File: src/rtl/mult_pkg.sv
// Shared types and constants for the shift-and-add multiplier.
package mult_pkg;

    // Controller states of the multiplier
    typedef enum logic {
        IDLE = 1'b0,
        RUN  = 1'b1
    } state_t;

    // Operand width used when the instantiating design does not override it
    localparam int DEFAULT_SIZE = 8;

endpackage : mult_pkg

File: src/rtl/ripple_adder.sv
// Parameterised ripple-carry adder, purely combinational.
// Used by the multiplier to add the multiplicand into the upper half of
// its accumulator once per iteration.
module RippleAdder #(
    parameter int SIZE = 8
) (
    input  logic [SIZE-1:0] a,
    input  logic [SIZE-1:0] b,
    input  logic            cin,
    output logic [SIZE-1:0] sum,
    output logic            cout
);

    logic [SIZE:0] carry;

    assign carry[0] = cin;

    // One full-adder cell per bit; carry ripples from LSB to MSB
    generate
        for (genvar gi = 0; gi < SIZE; gi++) begin : g_bit
            assign sum[gi]       = a[gi] ^ b[gi] ^ carry[gi];
            assign carry[gi + 1] = (a[gi] & b[gi]) | (carry[gi] & (a[gi] ^ b[gi]));
        end
    endgenerate

    assign cout = carry[SIZE];

endmodule : RippleAdder

File: src/rtl/shift_add_multiplier.sv
// Sequential unsigned SIZE x SIZE -> 2*SIZE multiplier, one multiplier bit
// per clock using a ripple-carry adder and a shifting accumulator.
// Optional build macro: MULT_EARLY_TERM_EN -- finish as soon as the
// remaining multiplier bits are all zero (same results, shorter latency).
module shift_add_multiplier
    import mult_pkg::*;
#(
    parameter int SIZE = DEFAULT_SIZE
) (
    input  logic              clk,
    input  logic              rst,
    input  logic              start,
    input  logic [SIZE-1:0]   a,
    input  logic [SIZE-1:0]   b,
    output logic              busy,
    output logic              done,
    output logic [2*SIZE-1:0] product
);

    localparam int CNT_W = $clog2(SIZE + 1);

    state_t              state_reg;
    logic [SIZE-1:0]     mcand_reg;
    logic [2*SIZE-1:0]   acc_reg;
    logic [CNT_W-1:0]    cnt_reg;
    logic                busy_reg;
    logic                done_reg;
    logic [2*SIZE-1:0]   product_reg;

    // Upper half of the accumulator is the running partial product, lower
    // half holds the not-yet-consumed multiplier bits (LSB first).
    logic [SIZE-1:0]     hi;
    logic [SIZE-1:0]     lo;
    logic [SIZE-1:0]     sum;
    logic                cout;
    logic [2*SIZE-1:0]   acc_next;
    logic [2*SIZE-1:0]   product_next;
    logic                finish;

    assign hi = acc_reg[2*SIZE-1:SIZE];
    assign lo = acc_reg[SIZE-1:0];

    RippleAdder #(
        .SIZE (SIZE)
    ) u_adder (
        .a    (hi),
        .b    (mcand_reg),
        .cin  (1'b0),
        .sum  (sum),
        .cout (cout)
    );

    // Add-or-skip then shift right by one; the carry becomes the new MSB so
    // the partial product can never overflow.
    always_comb begin
        if (lo[0]) begin
            acc_next = {cout, sum, lo[SIZE-1:1]};
        end else begin
            acc_next = {1'b0, hi, lo[SIZE-1:1]};
        end
    end

`ifdef MULT_EARLY_TERM_EN
    logic [CNT_W-1:0] cnt_m1;
    logic [SIZE-1:0]  rem_bits;

    // After this cycle's shift, cnt-1 multiplier bits remain at the bottom
    // of the accumulator; if they are all zero the remaining iterations
    // would only shift, so apply those shifts at once.
    always_comb begin
        cnt_m1       = cnt_reg - CNT_W'(1);
        rem_bits     = acc_next[SIZE-1:0] & ~({SIZE{1'b1}} << cnt_m1);
        finish       = (cnt_reg == CNT_W'(1)) || (rem_bits == '0);
        product_next = acc_next >> cnt_m1;
    end
`else
    // Fixed latency: always run all SIZE iterations
    always_comb begin
        finish       = (cnt_reg == CNT_W'(1));
        product_next = acc_next;
    end
`endif

    // Controller, datapath registers and registered handshake outputs
    always_ff @(posedge clk) begin
        if (rst) begin
            state_reg   <= IDLE;
            mcand_reg   <= '0;
            acc_reg     <= '0;
            cnt_reg     <= '0;
            busy_reg    <= 1'b0;
            done_reg    <= 1'b0;
            product_reg <= '0;
        end else begin
            done_reg <= 1'b0;
            case (state_reg)
                IDLE: begin
                    if (start) begin
                        mcand_reg <= a;
                        acc_reg   <= {{SIZE{1'b0}}, b};
                        cnt_reg   <= CNT_W'(SIZE);
                        busy_reg  <= 1'b1;
                        state_reg <= RUN;
                    end
                end
                RUN: begin
                    acc_reg <= acc_next;
                    cnt_reg <= cnt_reg - CNT_W'(1);
                    if (finish) begin
                        product_reg <= product_next;
                        done_reg    <= 1'b1;
                        busy_reg    <= 1'b0;
                        state_reg   <= IDLE;
                    end
                end
                default: begin
                    busy_reg  <= 1'b0;
                    state_reg <= IDLE;
                end
            endcase
        end
    end

    assign busy    = busy_reg;
    assign done    = done_reg;
    assign product = product_reg;

endmodule : shift_add_multiplier

File: config.mk
export PLATFORM = sky130hd
export DESIGN_NAME = shift_add_multiplier
export DESIGN_NICKNAME = d
export VERILOG_FILES = /design/src/rtl/mult_pkg.sv /design/src/rtl/ripple_adder.sv /design/src/rtl/shift_add_multiplier.sv
export SDC_FILE = /design/constraint.sdc
export NUM_CORES = 1
export LEC_CHECK = 0
export CORE_ASPECT_RATIO = 0.7
export CORE_MARGIN = 2
export CORE_UTILIZATION = 50
export CTS_CLUSTER_DIAMETER = 50
export DETAILED_ROUTE_END_ITERATION = 6
export PLACE_DENSITY = 0.76
export REMOVE_ABC_BUFFERS = 1
export SLEW_MARGIN = 0
export SYNTH_ARGS = -nofsm -noshare
export SYNTH_HDL_FRONTEND = slang
export SYNTH_SLANG_ARGS = --single-unit
File: constraint.sdc
create_clock -name clk -period 8.1 [get_ports clk]
set_input_delay 0.81 -clock clk [delete_from_list [all_inputs] [get_ports clk]]
set_output_delay 0.81 -clock clk [all_outputs]
set_load 0.1 [all_outputs]
# Yosys cells after proc, flatten, opt, wreduce, memory -nomap -nowiden
# Index checks and enable logic that the tools add are counted.
dict set report word_totals {
  romBits 0
  regBits 47
  wordCells 65
  latch_bits 0
  out_inout_bits 18
  n_memories 0
  ram_bits 0
}
dict set report op_classes {
  n_reduce_logical 4
  multipliers 0
  muxes 12
  n_shift 0
  add_sub_neg 1
  n_div 0
  eq_ne 3
  bitwise_logic 38
  order_cmp 0
}
# cell n
set ops {}
lappend ops {{16-bit two-way mux} 2}
lappend ops {{16-bit case mux with 2 select lines} 1}
lappend ops {{1-bit bitwise AND} 15}
lappend ops {{1-bit XOR} 15}
lappend ops {{4-bit case mux with 2 select lines} 1}
lappend ops {{1-bit OR} 7}
lappend ops {{2-bit AND reduction} 3}
lappend ops {{1-bit two-way mux} 5}
lappend ops {{4-bit by 1-bit == test with 1-bit output (second input constant)} 1}
lappend ops {{4-bit two-way mux} 1}
lappend ops {{1-bit case mux with 2 select lines} 2}
lappend ops {{4-bit by 1-bit subtractor with 4-bit output (second input constant)} 1}
lappend ops {{2-bit by 1-bit inequality test with 1-bit output (second input constant)} 1}
lappend ops {{2-bit inequality test (second input constant)} 1}
lappend ops {{2-bit OR reduction} 1}
lappend ops {{1-bit inverter} 1}

# Depth between registers and ports, before layout
dict set report logic_depth {
  word_depth 17
  ltp_mapped 13
  mapped_depth_nobuf 13
}

# Hierarchy
# From an unflattened synthesis, not the netlist that was laid out.
dict set report hier_totals {
  cells_unflattened 204
  area_unflattened_um2 2108.3
}
# module area_each_um2 cells_per_inst instances
set by_module_without_submodules {}
lappend by_module_without_submodules {shift_add_multiplier 1910.6 186 1}
lappend by_module_without_submodules {RippleAdder 197.7 18 1}

# Least setup slack after synthesis
# No wires, ideal clock.
dict set report synth_timing {
  path_kind {reg-to-reg}
  from {reg acc_reg[8]}
  to {reg acc_reg[14]}
  period_less_slack_ns 3.334
  setup_time_ns 0.117
  arrival_ns 3.217
  path_slack_ns 4.766
  stages_incl_launch_ff 14
  cell_sequence {dfxtp_1 -> ha_1 -> inv_1 -> fa_1 -> fa_1 -> fa_1 -> fa_1 -> inv_1 -> fa_1 -> fa_1 -> fa_1 -> mux2_2 -> a21oi_1 -> nor2_1}
}
dict set report synth_between {
  elab_chain_cells 16
}
# element line
set synth_rtl {}
lappend synth_rtl {{start: declaration} shift_add_multiplier.sv:24} ;# logic [2*SIZE-1:0] acc_reg;
lappend synth_rtl {{start signal: assignment} shift_add_multiplier.sv:100} ;# acc_reg <= {{SIZE{1'b0}}, b};
lappend synth_rtl {{start signal: assignment} shift_add_multiplier.sv:107} ;# acc_reg <= acc_next;
lappend synth_rtl {{1-bit bitwise AND (2 in a row)} ripple_adder.sv:22} ;# assign carry[gi + 1] = (a[gi] & b[gi]) | (carry[gi] & (a[gi] ^ b[gi]));
lappend synth_rtl {{1-bit OR} ripple_adder.sv:22}
lappend synth_rtl {{1-bit bitwise AND} ripple_adder.sv:22}
lappend synth_rtl {{1-bit OR} ripple_adder.sv:22}
lappend synth_rtl {{1-bit bitwise AND} ripple_adder.sv:22}
lappend synth_rtl {{1-bit OR} ripple_adder.sv:22}
lappend synth_rtl {{1-bit bitwise AND} ripple_adder.sv:22}
lappend synth_rtl {{1-bit OR} ripple_adder.sv:22}
lappend synth_rtl {{1-bit bitwise AND} ripple_adder.sv:22}
lappend synth_rtl {{1-bit OR} ripple_adder.sv:22}
lappend synth_rtl {{1-bit bitwise AND} ripple_adder.sv:22}
lappend synth_rtl {{1-bit OR} ripple_adder.sv:22}
lappend synth_rtl {{1-bit XOR} ripple_adder.sv:21} ;# assign sum[gi] = a[gi] ^ b[gi] ^ carry[gi];
lappend synth_rtl {{16-bit two-way mux} shift_add_multiplier.sv:56} ;# if (lo[0]) begin
lappend synth_rtl {{16-bit case mux with 2 select lines} shift_add_multiplier.sv:96} ;# case (state_reg)
# No other way between the ends.
# A chain may end at the register's enable or synchronous reset.

# Worst setup path in the final report
# Ends and elaborated chain as after synthesis.

==> reports/results.ini <==
[floorplan]
core_mm2 = 0.00399
io_pins = 37
initial_core_util_pct = 52.9
fp.dieArea_mm2 = 0.00477
dieHeight_um = 58.4
floorplan.rows = 19
dieWidth_um = 81.7

[clocking]
cts_buffers = 5
cts_resized = 0
cts_hold_buf = 0
root_buffer = clkbuf_8
cts.clk_slew.worst_paths_ns = 0.08
cts_tree = yes
clk_path_buf_depth = 2
clock_latency_ns = 0.28
cts_num_sinks = 47
cts_max_level = 2
post-cts-setup-buffers = 0

[yosys]
synthCells = 212
netlist_area_mm2 = 0.00211
ys_seq_elements = 47
synth_xor_area_share_pct = 0
synth_compound_area_share_pct = 15.5
synthTopCellsByArea = dfxtp_1 (45%), fa_1 (6.6%), a22o_1 (6.2%), mux2_2 (5.3%), a21oi_1 (5.0%)
synthAdderAreaFrac_pct = 8.41
avgSynthCellArea_um2 = 9.97
synth_seq_area_share_pct = 44.5
synth_top_area_cell = dfxtp_1
synth_cell_types = 36
synthMuxAreaShare_pct = 9.59
yosys_warnings = 0
synth_top_family_by_area = compound AO/OA/AOI/OAI gates
synthSimpleGateAreaFrac_pct = 14.3
netlist.area_leader.share_pct = 44.5

[place]
place.gp.congestion = 0.756
hpwl_um = 2750
placed_cells = 286
placed_cell_area_mm2 = 0.00244
port_buffers = 36

[sta]
tns_ns = 0
max_slew_margin_pct = 35.0
tightest_slew_ns = 0.971
period_share_pct = 43.3
rsz0062_at_grt = false
slew_violations = 0
hold_viol = 0
setup_viol_count_final = 0
clock_skew_ns = 0.00480
fmax_mhz = 285
period_minus_slack_ns = 3.51

[power]
p_leak_nw = 0.933
power.density_mw_per_mm2 = 172
ir_drop_v = 0.0000845
finalPower_mw = 0.433

[finish]
num_antenna_cells = 0
drive_gt1_share_pct = 7.92
syn_to_final_growth_pct = 18.9
mostFrequentLayoutCell = dfxtp_1
final_cell_mix = dfxtp_1 (47), clkdlybuf4s50_1 (36), a21oi_1 (21), nand2_1 (20), nor2_1 (18)
finalInstanceArea_mm2 = 0.00251
fin_nets = 270
finalNonFillerCells = 292

[routing]
drt_iter0_markers = 68
drc_errors = 0
ant_nets = 0
met1_length_um = 1840
wl_met2_um = 1850
wl_um = 3930
route.top_layer_used = met4
firstDrtPassIters = 4
wl_per_cell_um = 13.5
vias = 1561
met3_length_um = 219
viasPerCell = 5.35

[global_routing]
grt_pass1_vias = 1540
antenna_found_initial = 0
overflow = 0
track_usage_pct = 18.1
grt_max_degree = 31
grt_pass1_wl_um = 6680

[worst_setup_path]
crit_arrival_ns = 3.68
worstSetupStartpointType = register
required_ns = 8.27
cp_max_fo = 3
critPathKind = reg2reg
crit_path_end_kind = register

[run_status]
status = finished, final reports clean

[worst_hold_path]
hp-class = reg2reg

[job]
drv_cap = 0

## worst paths after layout
| kind | from | end | slack, ns | cells past startpoint |
|---|---|---|---|---|
| max | acc_reg[8]$_SDFFE_PP0P_ | acc_reg[14]$_SDFFE_PP0P_ | 4.59 | 13 |
| min | mcand_reg[3]$_SDFFE_PP0P_ | mcand_reg[3]$_SDFFE_PP0P_ | 0.46 | 2 |
| max reg2reg | acc_reg[8]$_SDFFE_PP0P_ | acc_reg[14]$_SDFFE_PP0P_ | 4.59 | 13 |
| min reg2reg | mcand_reg[3]$_SDFFE_PP0P_ | mcand_reg[3]$_SDFFE_PP0P_ | 0.46 | 2 |
## stage by stage
step | hold WS [ns] | setup slack (ns) | util [%]
2_1_floorplan | 0.430 | 4.76 | -
3_3_place_gp | 0.447 | 4.67 | 61.1
3_5_place_dp | 0.454 | 4.59 | 61.1
4_1_cts | 0.465 | 4.58 | 62.9
5_1_grt | 0.486 | 4.39 | 62.9
6_report | 0.464 | 4.59 | 62.9
## final cells by class
| type | instances | area, µm² |
|---|---|---|
| clock buffers | 6 | 72.6 |
| fillers | 363 | 1480 |
| well taps | 52 | 65.1 |
| inverters | 13 | 48.8 |
| flip-flops and latches | 47 | 941 |
| multi-input cells | 136 | 1010 |
| repair buffers | 38 | 375 |
## where the power goes
part	switching (mW)	total, mW	leakage [nW]	internal (mW)
sequential	0.00932	0.249	0.383	0.240
combinational	0.0315	0.0582	0.514	0.0267
clock	0.0677	0.125	0.0371	0.0576
total	0.109	0.433	0.933	0.324
## layer usage
metal | track usage, % | up-vias
met2 | 30.2 | 42
met3 | 4.45 | 2
met1 | 23.5 | 740
li1 | - | 777
met5 | 0 | -
met4 | 5.24 | 0
## worst max-delay path: stages, from the launching register on
cell	delay, ns
dfxtp_1	0.36
ha_1	0.15
inv_1	0.05
fa_1	0.39
fa_1	0.39
fa_1	0.38
fa_1	0.36
inv_1	0.07
fa_1	0.17
fa_1	0.18
fa_1	0.40
mux2_2	0.28
a21oi_1	0.15
nor2_1	0.05
## kinds of logic after synthesis
| kind of cell | Yosys count |
|---|---|
| compound gates | 46 |
| fa+ha+maj | 10 |
| buf+inv | 29 |
| flops | 47 |
| mux | 19 |
| simple gates | 61 |
## synth_stat cells, drive strengths merged
cell type and number:
a311oi 1, o31ai 1, a22o 15, nor3b 4
mux2i 9, and2 1, nor2 19, nand2 20
a21oi 21, and4b 1, a31oi 2, a32o 1
o31a 1, a211oi 2, or2 1, o21a 1
nand2b 2, nand3b 5, dfxtp 47, clkbuf 1
o21ai 1, nor2b 3, inv 13, ha 3
buf 15, nor3 1, mux2 10, or3b 1
or3 3, fa 7
(Power assumes the default switching activity.)
